## config.mk

```make
export PLATFORM = sky130hd
export DESIGN_NAME = ble_uart_core
export DESIGN_NICKNAME = d
export VERILOG_FILES = /design/src/rtl/ble_uart_pkg.sv /design/src/rtl/ble_uart_fifo.sv /design/src/rtl/ble_uart_core.sv
export SDC_FILE = /design/constraint.sdc
export NUM_CORES = 1
export LEC_CHECK = 0
export CAP_MARGIN = 20
export CORE_AREA = 5 5 160 162
export CTS_BUF_LIST = sky130_fd_sc_hd__clkbuf_2
export DETAILED_ROUTE_END_ITERATION = 10
export DIE_AREA = 0 0 165 167
export GPL_TIMING_DRIVEN = 0
export PLACE_DENSITY = 0.82
export SYNTH_ARGS = -nofsm -noshare
export SYNTH_HDL_FRONTEND = slang
export SYNTH_SLANG_ARGS = --single-unit
export TNS_END_PERCENT = 100
```

## constraint.sdc

```tcl
create_clock -name clk -period 4.2 [get_ports clk]
set_clock_uncertainty 0.2 [all_clocks]
set_input_delay 1.05 -clock clk [delete_from_list [all_inputs] [get_ports clk]]
set_output_delay 1.05 -clock clk [all_outputs]
set_load 0.005 [all_outputs]
```

## src/rtl/ble_uart_pkg.sv

```systemverilog
// ble_uart_pkg: shared types and constant helpers for the BLE UART engine.
//   uart_state_t / ST_* : TX and RX frame state encodings (IDLE/START/DATA/STOP)
//   clog2()             : pointer/counter width helper
//   calc_div()          : clock cycles per bit (DIV)
//   calc_half_div()     : cycles to the middle of a bit (HALF_DIV)
package ble_uart_pkg;

   typedef logic [1:0] uart_state_t;

   localparam uart_state_t ST_IDLE  = 2'd0;
   localparam uart_state_t ST_START = 2'd1;
   localparam uart_state_t ST_DATA  = 2'd2;
   localparam uart_state_t ST_STOP  = 2'd3;

   function automatic int clog2(input int value);
      int result;
      int v;
      result = 0;
      for (v = value - 1; v > 0; v = v >> 1) begin
         result = result + 1;
      end
      return result;
   endfunction

   function automatic int calc_div(input int clk_hz, input int baud);
      return clk_hz / baud;
   endfunction

   function automatic int calc_half_div(input int div);
      return div / 2;
   endfunction

endpackage

```

## src/rtl/ble_uart_fifo.sv

```systemverilog
// ble_uart_fifo: synchronous byte FIFO with registered empty/full flags.
//   clk, rst (sync, active-low), flush (sync clear to empty)
//   push/din  : enqueue when not full (push while full is dropped)
//   pop/dout  : dout always shows the head; pop advances when not empty
//   empty/full: registered, updated on the same edge as the pointers
module ble_uart_fifo
   import ble_uart_pkg::*;
#(
   parameter int DEPTH = 16,
   parameter int WIDTH = 8
)
(
   input  logic             clk,
   input  logic             rst,
   input  logic             flush,
   input  logic             push,
   input  logic             pop,
   input  logic [WIDTH-1:0] din,
   output logic [WIDTH-1:0] dout,
   output logic             empty,
   output logic             full
);

   localparam int PW = clog2(DEPTH);

   logic [WIDTH-1:0] mem_r [DEPTH];
   logic [PW:0]      wr_ptr_r;
   logic [PW:0]      rd_ptr_r;
   logic [PW:0]      wr_ptr_s;
   logic [PW:0]      rd_ptr_s;
   logic             empty_r;
   logic             full_r;
   logic             do_push_s;
   logic             do_pop_s;

   // Qualify requests with the current flags and form the next pointers.
   always_comb begin
      do_push_s = push & ~full_r;
      do_pop_s  = pop & ~empty_r;
      wr_ptr_s  = wr_ptr_r + {{PW{1'b0}}, do_push_s};
      rd_ptr_s  = rd_ptr_r + {{PW{1'b0}}, do_pop_s};
   end

   // Pointers and flags; the extra pointer MSB separates full from empty.
   always_ff @(posedge clk) begin
      if (!rst || flush) begin
         wr_ptr_r <= {(PW+1){1'b0}};
         rd_ptr_r <= {(PW+1){1'b0}};
         empty_r  <= 1'b1;
         full_r   <= 1'b0;
      end else begin
         wr_ptr_r <= wr_ptr_s;
         rd_ptr_r <= rd_ptr_s;
         empty_r  <= (wr_ptr_s == rd_ptr_s);
         full_r   <= (wr_ptr_s[PW] != rd_ptr_s[PW]) &&
                     (wr_ptr_s[PW-1:0] == rd_ptr_s[PW-1:0]);
      end
   end

   // Storage array; contents are don't-care while empty.
   always_ff @(posedge clk) begin
      if (do_push_s) begin
         mem_r[wr_ptr_r[PW-1:0]] <= din;
      end
   end

   assign dout  = mem_r[rd_ptr_r[PW-1:0]];
   assign empty = empty_r;
   assign full  = full_r;

endmodule

```

## src/rtl/ble_uart_core.sv

```systemverilog
// ble_uart_core: 8N1 UART engine between the BLE Avalon bridge and the radio.
//   clk, rst (sync, active-low)
//   read/read_data/read_empty   : RX FIFO pop side (read_data registered)
//   write/write_data/write_full : TX FIFO push side
//   irq    : 1-cycle pulse per byte stored in the RX FIFO
//   error  : sticky RX overrun / framing error / read-while-empty
//   uart_enable/uart_status     : run control and registered link status
//   ble_state, uart_rxd, uart_txd : radio pins (inputs asynchronous)
// Optional build macro BLE_UART_LOOPBACK_EN: RX listens to the internal TX line
// and the uart_txd pin is held at 1.
module ble_uart_core
   import ble_uart_pkg::*;
#(
   parameter int CLK_HZ     = 50_000_000,
   parameter int BAUD       = 9600,
   parameter int FIFO_DEPTH = 16
)
(
   input  logic       clk,
   input  logic       rst,
   input  logic       read,
   output logic [7:0] read_data,
   output logic       read_empty,
   input  logic       write,
   input  logic [7:0] write_data,
   output logic       write_full,
   output logic       irq,
   output logic       error,
   input  logic       uart_enable,
   output logic       uart_status,
   input  logic       ble_state,
   input  logic       uart_rxd,
   output logic       uart_txd
);

   localparam int DIV      = calc_div(CLK_HZ, BAUD);
   localparam int HALF_DIV = calc_half_div(DIV);
   localparam int CW       = clog2(DIV + 1);
   localparam logic [CW-1:0] CNT_ZERO = {CW{1'b0}};
   localparam logic [CW-1:0] CNT_ONE  = {{(CW-1){1'b0}}, 1'b1};
   localparam logic [CW-1:0] CNT_LAST = CW'(DIV - 1);
   localparam logic [CW-1:0] CNT_HALF = CW'(HALF_DIV - 1);

   logic          rxd_meta_r, rxd_sync_r, rxd_prev_r;
   logic          state_meta_r, state_sync_r;
   logic          rx_src_s, rx_fall_s;
   logic          txd_r;
   uart_state_t   tx_state_r, rx_state_r;
   logic [CW-1:0] tx_cnt_r, rx_cnt_r;
   logic [2:0]    tx_bit_r, rx_bit_r;
   logic [7:0]    tx_shift_r, rx_shift_r;
   logic [7:0]    tx_dout_s, rx_dout_s;
   logic          tx_empty_s, rx_empty_s, rx_full_s;
   logic          tx_pop_s, rx_stop_s, rx_push_s, err_set_s;
   logic [7:0]    read_data_r;
   logic          irq_r, error_r, status_r;

`ifdef BLE_UART_LOOPBACK_EN
   assign rx_src_s = txd_r;
   assign uart_txd = 1'b1;
`else
   assign rx_src_s = uart_rxd;
   assign uart_txd = txd_r;
`endif

   ble_uart_fifo #(.DEPTH(FIFO_DEPTH), .WIDTH(8)) u_tx_fifo (
      .clk   (clk),
      .rst   (rst),
      .flush (~uart_enable),
      .push  (write & uart_enable),
      .pop   (tx_pop_s),
      .din   (write_data),
      .dout  (tx_dout_s),
      .empty (tx_empty_s),
      .full  (write_full)
   );

   ble_uart_fifo #(.DEPTH(FIFO_DEPTH), .WIDTH(8)) u_rx_fifo (
      .clk   (clk),
      .rst   (rst),
      .flush (~uart_enable),
      .push  (rx_push_s),
      .pop   (read & uart_enable),
      .din   (rx_shift_r),
      .dout  (rx_dout_s),
      .empty (rx_empty_s),
      .full  (rx_full_s)
   );

   // Two-flop synchronisers; rxd_prev_r gives one more stage for edge detect.
   always_ff @(posedge clk) begin
      if (!rst) begin
         rxd_meta_r   <= 1'b1;
         rxd_sync_r   <= 1'b1;
         rxd_prev_r   <= 1'b1;
         state_meta_r <= 1'b0;
         state_sync_r <= 1'b0;
      end else begin
         rxd_meta_r   <= rx_src_s;
         rxd_sync_r   <= rxd_meta_r;
         rxd_prev_r   <= rxd_sync_r;
         state_meta_r <= ble_state;
         state_sync_r <= state_meta_r;
      end
   end

   // TX pops when idle or at the last stop cycle, so queued frames abut.
   always_comb begin
      tx_pop_s = 1'b0;
      if (uart_enable && !tx_empty_s) begin
         if (tx_state_r == ST_IDLE) begin
            tx_pop_s = 1'b1;
         end else if (tx_state_r == ST_STOP && tx_cnt_r == CNT_LAST) begin
            tx_pop_s = 1'b1;
         end else begin
            tx_pop_s = 1'b0;
         end
      end else begin
         tx_pop_s = 1'b0;
      end
   end

   // TX frame sequencer; txd_r is registered and changes on bit boundaries.
   always_ff @(posedge clk) begin
      if (!rst || !uart_enable) begin
         tx_state_r <= ST_IDLE;
         tx_cnt_r   <= CNT_ZERO;
         tx_bit_r   <= 3'd0;
         tx_shift_r <= 8'h00;
         txd_r      <= 1'b1;
      end else begin
         case (tx_state_r)
            ST_IDLE: begin
               if (tx_pop_s) begin
                  tx_shift_r <= tx_dout_s;
                  tx_cnt_r   <= CNT_ZERO;
                  tx_state_r <= ST_START;
                  txd_r      <= 1'b0;
               end
            end
            ST_START: begin
               if (tx_cnt_r == CNT_LAST) begin
                  tx_cnt_r   <= CNT_ZERO;
                  tx_bit_r   <= 3'd0;
                  txd_r      <= tx_shift_r[0];
                  tx_shift_r <= {1'b0, tx_shift_r[7:1]};
                  tx_state_r <= ST_DATA;
               end else begin
                  tx_cnt_r <= tx_cnt_r + CNT_ONE;
               end
            end
            ST_DATA: begin
               if (tx_cnt_r == CNT_LAST) begin
                  tx_cnt_r <= CNT_ZERO;
                  if (tx_bit_r == 3'd7) begin
                     txd_r      <= 1'b1;
                     tx_state_r <= ST_STOP;
                  end else begin
                     txd_r      <= tx_shift_r[0];
                     tx_shift_r <= {1'b0, tx_shift_r[7:1]};
                     tx_bit_r   <= tx_bit_r + 3'd1;
                  end
               end else begin
                  tx_cnt_r <= tx_cnt_r + CNT_ONE;
               end
            end
            ST_STOP: begin
               if (tx_cnt_r == CNT_LAST) begin
                  tx_cnt_r <= CNT_ZERO;
                  if (tx_pop_s) begin
                     tx_shift_r <= tx_dout_s;
                     tx_state_r <= ST_START;
                     txd_r      <= 1'b0;
                  end else begin
                     tx_state_r <= ST_IDLE;
                     txd_r      <= 1'b1;
                  end
               end else begin
                  tx_cnt_r <= tx_cnt_r + CNT_ONE;
               end
            end
            default: begin
               tx_state_r <= ST_IDLE;
               tx_cnt_r   <= CNT_ZERO;
               txd_r      <= 1'b1;
            end
         endcase
      end
   end

   // RX stop-bit decision: good stop pushes unless the FIFO is full.
   always_comb begin
      rx_fall_s = rxd_prev_r & ~rxd_sync_r;
      rx_stop_s = uart_enable & (rx_state_r == ST_STOP) & (rx_cnt_r == CNT_LAST);
      rx_push_s = rx_stop_s & rxd_sync_r & ~rx_full_s;
      err_set_s = (rx_stop_s & ~rxd_sync_r) |
                  (rx_stop_s & rxd_sync_r & rx_full_s) |
                  (uart_enable & read & rx_empty_s);
   end

   // RX frame sequencer: half-bit start check, then one sample per bit.
   always_ff @(posedge clk) begin
      if (!rst || !uart_enable) begin
         rx_state_r <= ST_IDLE;
         rx_cnt_r   <= CNT_ZERO;
         rx_bit_r   <= 3'd0;
         rx_shift_r <= 8'h00;
      end else begin
         case (rx_state_r)
            ST_IDLE: begin
               if (rx_fall_s) begin
                  rx_cnt_r   <= CNT_ZERO;
                  rx_state_r <= ST_START;
               end
            end
            ST_START: begin
               if (rx_cnt_r == CNT_HALF) begin
                  rx_cnt_r   <= CNT_ZERO;
                  rx_bit_r   <= 3'd0;
                  rx_state_r <= rxd_sync_r ? ST_IDLE : ST_DATA;
               end else begin
                  rx_cnt_r <= rx_cnt_r + CNT_ONE;
               end
            end
            ST_DATA: begin
               if (rx_cnt_r == CNT_LAST) begin
                  rx_cnt_r   <= CNT_ZERO;
                  rx_shift_r <= {rxd_sync_r, rx_shift_r[7:1]};
                  if (rx_bit_r == 3'd7) begin
                     rx_state_r <= ST_STOP;
                  end else begin
                     rx_bit_r <= rx_bit_r + 3'd1;
                  end
               end else begin
                  rx_cnt_r <= rx_cnt_r + CNT_ONE;
               end
            end
            ST_STOP: begin
               if (rx_cnt_r == CNT_LAST) begin
                  rx_cnt_r   <= CNT_ZERO;
                  rx_state_r <= ST_IDLE;
               end else begin
                  rx_cnt_r <= rx_cnt_r + CNT_ONE;
               end
            end
            default: begin
               rx_state_r <= ST_IDLE;
               rx_cnt_r   <= CNT_ZERO;
            end
         endcase
      end
   end

   // Bridge-facing registers; read_data survives a disable, the rest clears.
   always_ff @(posedge clk) begin
      if (!rst) begin
         read_data_r <= 8'h00;
         irq_r       <= 1'b0;
         error_r     <= 1'b0;
         status_r    <= 1'b0;
      end else if (!uart_enable) begin
         irq_r    <= 1'b0;
         error_r  <= 1'b0;
         status_r <= 1'b0;
      end else begin
         if (read) begin
            read_data_r <= rx_empty_s ? 8'h00 : rx_dout_s;
         end
         irq_r    <= rx_push_s;
         error_r  <= error_r | err_set_s;
         status_r <= state_sync_r;
      end
   end

   assign read_data   = read_data_r;
   assign read_empty  = rx_empty_s;
   assign irq         = irq_r;
   assign error       = error_r;
   assign uart_status = status_r;

endmodule

```

==> impl_metrics.ini <==
[timing]
tightest_slew_ns = 0.985
rsz0062_at_grt = no
period_minus_slack_ns = 3.59
holdWs_ns = 0.208
maxSlewViolCount = 0
hold_viol_final = 0
timing.final.crit_share_pct = 85.5
max_freq_mhz = 278
relSlewSlack_pct = 34.1
finalSetupViolations = 0

[worst_hold_path]
hold_path_depth = 1
hp-start = state_meta_r
hold_path_end = state_sync_r
hold_class = flop to flop

[worst_setup_path]
end_kind = flop
reg2reg_slack_ns = 0.61
path_max_fanout = 5
path_depth = 7
cp.arrival_ns = 3.90
critPathBufInv = 1
slowest_delay_ns = 0.58
cpLargestDelayFamily = simple AND/OR/NAND/NOR gates
cp.required_ns = 4.50
r2r_end = u_rx_fifo.mem_r[0][5]
worstPathCellList = ha_1, and4bb_2, nand4_1, nor3_2, or3b_1, nor3_1, buf_2
startpoint_type = flop
worstSetupPathType = flop to flop
r2r_start = rx_cnt_r[0]
ff2ff_path_depth = 7
cp_slowest_cell = nor3_1

[global_routing]
grt_max_degree = 19
grt_pass1_vias = 8702
antenna_found_initial = 1
overflow = 0
grt_util_all_layers_pct = 21.5
grt_pass1_wl_um = 46200

[yosys]
synthAdderAreaFrac_pct = 1.68
syn_avg_cell_area_um2 = 15.2
yosys_warnings = 0
synth_commonest_cells = edfxtp_1 (256), dfxtp_1 (93), nor2_1 (70)
synth_top_area_cell = edfxtp_1
synth_edf_count = 256
synth-main-ff-cell = edfxtp_1
syn_area_mm2 = 0.0142
muxShareOfSynthArea_pct = 11.8
synth-compound-area-share_pct = 6.51
synth_top_cell_area_share_pct = 54.2
synth_top_family_by_area = multiplexers
synth.most_common_cell = edfxtp_1
ys_async_sr_fraction_pct = 0
syn-num-nets = 965
yosysSeqAreaShare_pct = 67.3
ys_ff_latch = 349
synth.distinct_cells = 59
synthTopCellsByArea = edfxtp_1 (54%), dfxtp_1 (13%), mux4_2 (6.0%), mux2i_1 (3.1%), mux4_1 (2.2%)
synth_xor_xnor_area_share_pct = 2.10
syn_inst = 931
synthSimpleGateAreaFrac_pct = 8.48

[cells_and_area]
nets = 1088
drive_gt1_share_pct = 18.9
area_growth_pct = 10.9
finalInstanceArea_mm2 = 0.0157

[cts]
cts_max_level = 3
clock_sinks = 349
cts_hold_buf = 0
cts.clk_slew.worst_paths_ns = 0.10
clockRootBuffer = clkbuf_2
cts_inserted_buffers = 86
clk_latency_ns = 0.89
cts_tree = yes
ctsResizeCount = 0
clock_path_buffers = 3
post_cts_buffers = 0

[die]
die_height_um = 167
die_x_um = 165
coreArea_mm2 = 0.0240
io_pins = 29
num_rows = 57
die-area_mm2 = 0.0276
initial_utilization_pct = 59.2

[route]
avgViaCountPerCell = 5.86
dr.first_iter.drc_count = 671
drc_errors = 0
firstDrtPassIters = 5
routed_wl_um = 28800
vias = 8464
wl_per_cell_um = 20.0
ant_nets = 0

[flow_run]
max-cap-violations = 0

[placement]
io_buffers = 28
gp_congestion = 0.838
place_hpwl_um = 18900
placed_cell_area_mm2 = 0.0149

[power]
peakVddDrop_uv = 300
p_leak_nw = 5.17
power_per_cell_area_mw_per_mm2 = 384

[run_status]
status = finished clean
## area by class of cell
cell class,instances,area [um2]
repair buffers,35,330
well taps,324,405
clock inverters,29,183
fillers,1717,8230
diodes,1,2.50
inverters,16,60.1
plain buffers,50,239
flip-flops and latches,349,9550
multi-input cells,516,4340
clock buffers,125,626
## logic make-up after synthesis
| logic type | Yosys count |
|---|---|
| adders and majority gates | 19 |
| xor gates and xnor gates | 34 |
| DFF | 349 |
| muxes | 99 |
| and+or+nand+nor | 235 |
| buffers and inverters | 66 |
| AOI/OAI and AO/OA | 129 |
## power by group
part / switching [mW] / internal, mW
clock network: 1.31 / 0.929
logic: 0.0786 / 0.0437
registers: 0.00448 / 3.68
## stage by stage
stage | TNS, ns | util, % | power [mW] | cells | setup slack [ns]
final | 0 | 65.7 | 6.04 | 1445 | 0.609
after global routing | 0 | 65.7 | 6.30 | 1445 | 0.332
after CTS | 0 | 65.6 | 6.09 | 1444 | 0.607
after detailed placement | 0 | 62.3 | 3.88 | 1290 | 0.0364
after global placement | -0.462 | 62.0 | 3.88 | 1283 | -0.0579
after floorplan | 0 | - | 3.82 | 931 | 1.21
## worst max path at each step
stage,startpoint,to,slack [ns]
floorplan,uart_enable,u_rx_fifo.mem_r[0][0],1.21
global placement,uart_enable,u_rx_fifo.mem_r[0][4],-0.06
detailed placement,uart_enable,u_rx_fifo.mem_r[0][5],0.04
CTS,rx_cnt_r[0],u_rx_fifo.mem_r[0][5],0.61
global route,rx_cnt_r[0],u_rx_fifo.mem_r[0][5],0.33
finish,rx_cnt_r[0],u_rx_fifo.mem_r[0][5],0.61
## registers in the layout, summed over array words and instances, names as in the netlist, 8 cells and up, named ones only
name	cells
tx_cnt_r	13
u_tx_fifo.mem_r	128
tx_shift_r	8
rx_cnt_r	13
u_rx_fifo.mem_r	128
read_data	8
rx_shift_r	8
## cell usage in the layout, fill, tap and decap left out, types with 4 or more instances in the layout
master,count
a211oi_1,6
a21oi_1,25
a221oi_1,18
a22o_1,14
a22oi_1,11
a311oi_1,7
a41oi_1,5
and2_1,9
and3_1,15
and4bb_2,5
buf_2,11
buf_4,8
clkbuf_1,32
clkbuf_2,125
clkdlybuf4s50_1,28
clkinv_1,19
dfxtp_1,93
edfxtp_1,256
ha_1,19
inv_1,16
mux2_2,4
mux2i_1,44
mux4_1,12
mux4_2,38
nand2_1,40
nand2b_1,11
nand3_1,31
nand3b_1,7
nand4_1,10
nor2_1,70
nor2b_1,10
nor3_1,13
o21ai_0,24
xnor2_1,15
xor2_1,19
## routing by layer
layer | GRT usage [%] | wire [um]
met2 | 35.0 | 14600
met5 | 0 | 0
met3 | 4.75 | 1760
met4 | 8.54 | 761
met1 | 28.2 | 11700
Power figures use the tool's default switching activity.
